## src/rtl/note_slot_allocator.sv

```systemverilog
// Serial note-on/off events to eight parallel held-key slots for the arpeggiator.
// Each event scans all slots (one per cycle), then commits in a single cycle.
module note_slot_cmp #(
   parameter int NOTE_W = 7
) (
   input  logic              held,
   input  logic [NOTE_W-1:0] note,
   input  logic [NOTE_W-1:0] probe,
   output logic              hit
);
   assign hit = held && (note == probe);
endmodule

module note_slot_allocator #(
   parameter int NOTE_W    = 7,
   parameter int NUM_SLOTS = 8
) (
   input  logic                          CLK,
   input  logic                          RESET,
   input  logic                          ev_valid,
   output logic                          ev_ready,
   input  logic                          ev_on,
   input  logic [NOTE_W-1:0]             ev_note,
   input  logic                          all_off,
   output logic [NUM_SLOTS-1:0]          key_on,
   output logic [NUM_SLOTS*NOTE_W-1:0]   slot_notes,
   output logic [3:0]                    active_count,
   output logic                          overflow
);
   localparam int IW = 3;
   localparam logic [IW-1:0] LAST = IW'(NUM_SLOTS - 1);

   typedef enum logic [1:0] {IDLE, SCAN, COMMIT} state_t;

   state_t                              state;
   logic [IW-1:0]                       idx, match_idx, free_idx;
   logic                                lat_on, match_f, free_f;
   logic [NOTE_W-1:0]                   lat_note;
   logic [NUM_SLOTS-1:0][NOTE_W-1:0]    slots, slots_nxt;
   logic [NUM_SLOTS-1:0]                hit, key_nxt;
   logic [3:0]                          cnt_nxt;
   logic                                ovf_nxt;

   assign slot_notes = slots;
   assign ev_ready   = (state == IDLE) && !RESET;

   for (genvar g = 0; g < NUM_SLOTS; g++) begin : g_slot
      note_slot_cmp #(.NOTE_W(NOTE_W)) u_cmp (
         .held  (key_on[g]),
         .note  (slots[g]),
         .probe (lat_note),
         .hit   (hit[g])
      );
   end

   // Commit result from the scan flags; duplicates and unmatched offs fall through unchanged.
   always_comb begin
      key_nxt   = key_on;
      slots_nxt = slots;
      ovf_nxt   = 1'b0;
      if (lat_on) begin
         if (!match_f) begin
            if (free_f) begin
               key_nxt[free_idx]   = 1'b1;
               slots_nxt[free_idx] = lat_note;
            end else begin
               ovf_nxt = 1'b1;
            end
         end
      end else if (match_f) begin
         key_nxt[match_idx]   = 1'b0;
         slots_nxt[match_idx] = '0;
      end
      cnt_nxt = '0;
      for (int i = 0; i < NUM_SLOTS; i++)
         cnt_nxt = cnt_nxt + {3'b000, key_nxt[i]};
   end

   always_ff @(posedge CLK) begin
      if (RESET) begin
         state        <= IDLE;
         idx          <= '0;
         match_idx    <= '0;
         free_idx     <= '0;
         match_f      <= 1'b0;
         free_f       <= 1'b0;
         lat_on       <= 1'b0;
         lat_note     <= '0;
         key_on       <= '0;
         slots        <= '0;
         active_count <= '0;
         overflow     <= 1'b0;
      end else if (all_off) begin
         state        <= IDLE;
         idx          <= '0;
         key_on       <= '0;
         slots        <= '0;
         active_count <= '0;
         overflow     <= 1'b0;
      end else begin
         overflow <= 1'b0;
         case (state)
            IDLE: if (ev_valid && ev_ready) begin
               lat_on   <= ev_on;
               lat_note <= ev_note;
               match_f  <= 1'b0;
               free_f   <= 1'b0;
               idx      <= '0;
               state    <= SCAN;
            end
            SCAN: begin
               if (hit[idx] && !match_f) begin
                  match_f   <= 1'b1;
                  match_idx <= idx;
               end
               if (!key_on[idx] && !free_f) begin
                  free_f   <= 1'b1;
                  free_idx <= idx;
               end
               idx <= idx + 1'b1;
               if (idx == LAST) state <= COMMIT;
            end
            COMMIT: begin
               key_on       <= key_nxt;
               slots        <= slots_nxt;
               active_count <= cnt_nxt;
               overflow     <= ovf_nxt;
               state        <= IDLE;
            end
            default: state <= IDLE;
         endcase
      end
   end
endmodule
```

## config.mk

```make
export PLATFORM = sky130hd
export DESIGN_NAME = note_slot_allocator
export DESIGN_NICKNAME = d
export VERILOG_FILES = /design/src/rtl/note_slot_allocator.sv
export SDC_FILE = /design/constraint.sdc
export NUM_CORES = 1
export LEC_CHECK = 0
export CORE_UTILIZATION = 30
export DETAILED_ROUTE_END_ITERATION = 12
export GPL_TIMING_DRIVEN = 0
export PLACE_DENSITY_LB_ADDON = 0.3
export RECOVER_POWER = 25
export SLEW_MARGIN = 0
export SYNTH_ARGS = -nofsm -noshare
export SYNTH_HDL_FRONTEND = slang
export SYNTH_SLANG_ARGS = --single-unit
export TNS_END_PERCENT = 30
```

## constraint.sdc

```tcl
create_clock -name CLK -period 4.7 [get_ports CLK]
set_clock_uncertainty 0.15 [all_clocks]
set_input_delay 0.94 -clock CLK [delete_from_list [all_inputs] [get_ports CLK]]
set_output_delay 0.94 -clock CLK [all_outputs]
set_load 0.005 [all_outputs]
```

Word level (Yosys, flattened, before mapping) --
Index checks and enable logic that the tools add are counted. W data, S select, Z words.
Word-level totals: register bits after elaboration 90, input bits 12, output and inout bits 70
Cells by class: add/sub/neg operators 8, $lt $le $gt $ge 5, equal/unequal tests 16, muxes and demuxes 32, bitwise logic cells 8, reduce and logical (&&, ||, !) cells 32
Operators with widths (count):
- $mux W56 | 4
- $and A56 B56 Y56 | 1
- $bwmux W56 | 1
- $eq A7 B7 Y1 | 8
- $not A56 Y56 | 1
- $demux W7 S3 | 2
- $mux W8 | 4
- $add A4 B1 Y4 | 4
- $logic_and A1 B1 Y1 | 14
- $mux W7 | 2
- $lt A3 B4 Y1 const B | 3
- $reduce_and A4 Y1 | 3
- $reduce_and A3 Y1 | 3
- $and A8 B8 Y8 | 1
- $mux W1 | 8
- $ne A2 B2 Y1 const B | 4
- $not A8 Y8 | 1
- $or A8 B8 Y8 | 1
- $bmux W1 S3 | 2
- $demux W1 S3 | 2
- $ge A3 B1 Y1 const B | 2
- $pmux W3 S2 | 1
- $reduce_bool A2 Y1 | 3
- $reduce_or A5 Y1 | 1
- other kinds (17) | 25

Depth between registers and ports, before layout --
word-level depth 15, mapped depth 15, gate-level depth less buffers 15

Hierarchy --
A second synthesis with hierarchy kept.
Second synthesis, totals: cell total of the unflattened synthesis 504, area, all modules 4770.8 µm²
Modules (own cells, without submodules):
- note_slot_allocator | instances 1, cells each 424, area each 4150.2 µm², sequential area each 1801.7 µm²
- note_slot_cmp | instances 8, cells each 10, area each 77.6 µm², sequential area each 0.0 µm²

Least setup slack after synthesis --
Ideal clock, no wire load.
path type reg2reg, start register lat_on, end register active_count[2], arrival time 3.551 ns, setup slack 0.928 ns, cell stages (with the launch flop) 16, buffers on the path 1, cells stage by stage dfxtp_1 clkbuf_1 or3_1 o21ai_0 o21ai_0 fa_1 inv_1 fa_1 fa_1 inv_1 ha_1 inv_1 fa_1 xnor2_1 nand2_1 a21oi_1
On the way: elaborated cells between the ends (all ways) 8
RTL lines:
- from (decl) | line 37 | logic lat_on, match_f, free_f;
- from (signal assigned) | line 104 | lat_on <= ev_on;
- $mux W8 | line 61 | if (lat_on) begin
- net key_nxt[3] | line 40 | logic [NUM_SLOTS-1:0] hit, key_nxt;
- $add A3 B1 Y4 | line 76 | cnt_nxt = cnt_nxt + {3'b000, key_nxt[i]};
- $add A4 B1 Y4 (4 in a row) | line 76
- to (signal assigned) | line 126 | active_count <= cnt_nxt;
- to (decl) | line 27 | output logic [3:0] active_count,
The timed path passes the listed nets, and every way through them passes these cells. A chain may end at the register's enable or synchronous reset.

Worst setup path in the final report --
Ends and elaborated chain as after synthesis.

==> results summary <==
The flow ran to the end, and the final reports show no timing, DRC or antenna violations. The fraction of the cycle the final worst path needs is 0.895. Tracing the worst setup path back leads to its startpoint at lat_on$_SDFFE_PP0P_. The post-cts gate resize count came out at 0. The starting density of the core came out at 0.308. The fraction of final layout cells with drive strength greater than 1 is 0.0706. Wire segments on met2 add up to 6.78 mm in the final route. The type of the tightest min-delay check is reg2reg. STA classifies the critical path startpoint as a register. The largest single stage delay on the critical path is 0.55 ns. The relative contribution of the clock network to total power is 0.467. The deepest clock path buffer count is 2. The count of endpoints failing setup in the final report is 0. Of the total power, the share spent switching nets is 0.237. The transition at the pin with the smallest max-transition slack came out at 0.925 ns. The final critical-path required period came out at 4.21 ns. The kind of cell adding the most delay to the critical path is adder cells. The most numerous cell type found on the critical path is fa_1. The netlist area before placement came out at 4480 sq um. The highest layer touched by signal routing is met4. Of all flip-flops after synthesis, the portion carrying an async set or reset was 0. TritonCTS created 9 clock buffers. After synthesis, the cell types taking the most area are dfxtp_1 40%, a22oi_1 10%, nor2_1 7.3%.

Of the total power, combinational logic draws 0.052. The worst hold path begins at active_count[0]$_SDFFE_PP0N_. For the final routed database, the setup TNS stands at 0 ns. After detailed routing, the number of vias per cell comes to 5.19. The critical path required time came out at 4.83 ns. The worst register-to-register path begins at lat_on$_SDFFE_PP0P_. After filler insertion, the fill cell instance count of the layout stands at 1,502. The H-tree was split into 3 levels.

The worst-path maximum fanout came out at 10. The number of synthesized register bits is 90. The total die area came out at 15,400 sq um. The most used flip-flop cell after synthesis is dfxtp_1. The post-route worst setup slack came out at 0.493 ns. For this run, the total global-route usage over all layers was measured as 0.194. The cell with the most instances after synthesis is dfxtp_1. The part of the total power dissipated in sequential elements is 0.481.

The arrival time reported for the critical path endpoint is 4.33 ns. Power spread over the standard cell area amounts to 274 nW/um^2. The global-route wire length before repair came out at 22.1 mm. The total number of placement rows is 44. Setup repair after global routing left no endpoint under its margin.

The mean area per synthesized cell came out at 8.51 sq um. The cell count after synthesis came out at 526. The final count of pins violating max slew came out at 0. The highest achievable clock rate came out at 0.238 GHz. Dividing the detail-routed wire length by the instance count gives 17.5 um. The pre-CTS setup slack came out at 0.499 ns. The number of buffers inserted by post-CTS setup repair is 0. The hold buffer count at CTS came out at 0. The count of nets after finishing is 639. The number of detailed-route iterations in the first pass is 5. The analysis attributes to cell leakage a power of 2.19 nW. The wire-length estimate of the detail-placed layout is 10.6 mm. The placer congestion estimate is 0.872. TritonCTS built the clock tree.

The final hold violation count is 0. The worst register-to-register path has a setup slack of 0.49 ns. The CTS root buffer is clkbuf_16. The total wire length came out at 14.2 mm. Headroom to the max-slew limit came out at 0.379. Of the synthesized area, sequential elements account for 0.402.

The largest total area in the synthesized netlist belongs to dfxtp_1. The final-layout worst hold slack came out at 0.312 ns. The met1 wire length came out at 6.28 mm. The pin count of the biggest net entering global routing is 18.

For this design the total switching power over the nets is 0.000378 W. VDD sags by at most 161 uV. The non-filler instance count after layout is 807. The routed layout has 4,186 vias. Of the post-synthesis cell area, the dominant cell type holds 0.402.

The number of antenna diodes in the final layout is 0. Traced cell by cell, the critical path runs through clkbuf_1, or3_1, o21ai_0, o21ai_0, fa_1, inv_1, fa_1, fa_1, inv_1, ha_1, inv_1, fa_1, xnor2_1, nand2_1, a21oi_1. Port buffering added 81 buffers. The final antenna-violating net count is 0.

The worst path buffer plus inverter count came out at 4. The post-synth net total is 547. The internal power came out at 0.00122 W. The clock insertion delay at the later pin of the skew report came out at 0.35 ns. The number of antenna violations at the first check in global routing is 0. The critical path is of the reg2reg type. The number of remaining DRC errors is 0. The width of the die came out at 124 um. The die height came out at 124 um.

The core region is 14,500 sq um. The element type at the critical path end is a register. The number of synthesis warnings is 0. The via count of the first global-routing pass is 4,113. The violation count after the first detailed-routing iteration came out at 291. The number of flops mapped to enable cells by yosys came out at 0. The number of violations of the max-capacitance limit is 0. The number of clock sinks seen by CTS is 90. The clock edge transition at the registers on the reported setup and hold paths came out at 0.07 ns. The overflow left after global routing is 0.

The commonest cells after synthesis are 90 x dfxtp_1, 87 x nor2_1, 61 x a22oi_1. The routed length on met3 came out at 814 um. The distinct cell type count after synthesis came out at 38.

The I/O pin total is 82. The number of placed instances with taps included is 791. The area growth from synthesis to layout is 30.1%. On the critical path, the stage with the largest delay is an instance of fa_1.
[state kept, by name (all words and copies together) (netlist names)]
name and cells:
key_on 8, state 2, overflow 1, match_idx 3, slot_notes 56, lat_on 1, idx 3, active_count 4
match_f 1, free_idx 3, free_f 1, lat_note 7
[through the flow]
| step | area [sq um] | total power (W) | util |
|---|---|---|---|
| finish | 5830 | 0.00159 | 0.401 |
| global route | 5830 | 0.00164 | 0.401 |
| CTS | 5830 | 0.00161 | 0.401 |
| detailed placement | 5520 | 0.000866 | 0.380 |
| global placement | 5520 | 0.000866 | 0.380 |
| floorplan | 4480 | 0.000834 | - |
[per-layer routing]
layer	vias up	global-route usage
li1	2006	-
met3	26	0.0389
met2	166	0.321
met4	0	0.0647
met5	-	0
met1	1988	0.250
[logic make-up (layout without fill, tap and decap cells)]
logic type,Yosys count,count (layout),share of synthesized area
simple gates,194,194,0.198
compound gates,117,117,0.170
flops,90,90,0.402
xor+xnor,57,57,0.115
buf+inv,51,148,0.0590
fa+ha+maj,9,9,0.0319
mux,8,8,0.0235
[layout make-up]
cell class / count / area, sq um / area share
Multi-Input combinational cell: 385 / 2410 / 0.414
Tap cell: 184 / 230 / 0.0395
Clock buffer: 9 / 225 / 0.0387
Timing Repair Buffer: 81 / 811 / 0.139
Clock inverter: 7 / 83.8 / 0.0144
Buffer: 44 / 236 / 0.0406
Inverter: 7 / 26.3 / 0.00451
Sequential cell: 90 / 1800 / 0.309
[power groups by stage]
stage,registers (W),logic (W),clock network [W]
after global routing,0.000767,0.0000893,0.000786
after detailed placement,0.000785,0.0000816,0
final,0.000767,0.0000822,0.000745
after CTS,0.000767,0.0000820,0.000761
after floorplan,0.000784,0.0000505,0
after global placement,0.000785,0.0000812,0
[placed cells by master (no fill, tap or decap), types with 9 or more instances in the layout]
cell and n:
dfxtp_1 90, nor2_1 87, a22oi_1 61, clkdlybuf4s50_1 44, nand2_1 39, dlygate4sd3_1 37, xor2_1 28, xnor2_1 27
a21oi_1 24, clkbuf_1 22, o21ai_0 16, nand2b_1 14, nor3_1 14, buf_4 10, nor4_1 10, buf_2 9
clkbuf_16 9
[worst min-delay path: stages (launching register included)]
cell and delay (ns):
dfxtp_1 0.31, nand2_1 0.05, a21oi_1 0.05
[path summary, 6_finish.rpt]
path,end,cells after the start
min reg2reg,active_count[0]$_SDFFE_PP0N_,2
max,active_count[2]$_SDFFE_PP0N_,15
max reg2reg,active_count[2]$_SDFFE_PP0N_,15
min,active_count[0]$_SDFFE_PP0N_,2
No activity file was read; power rests on OpenSTA's default activity.
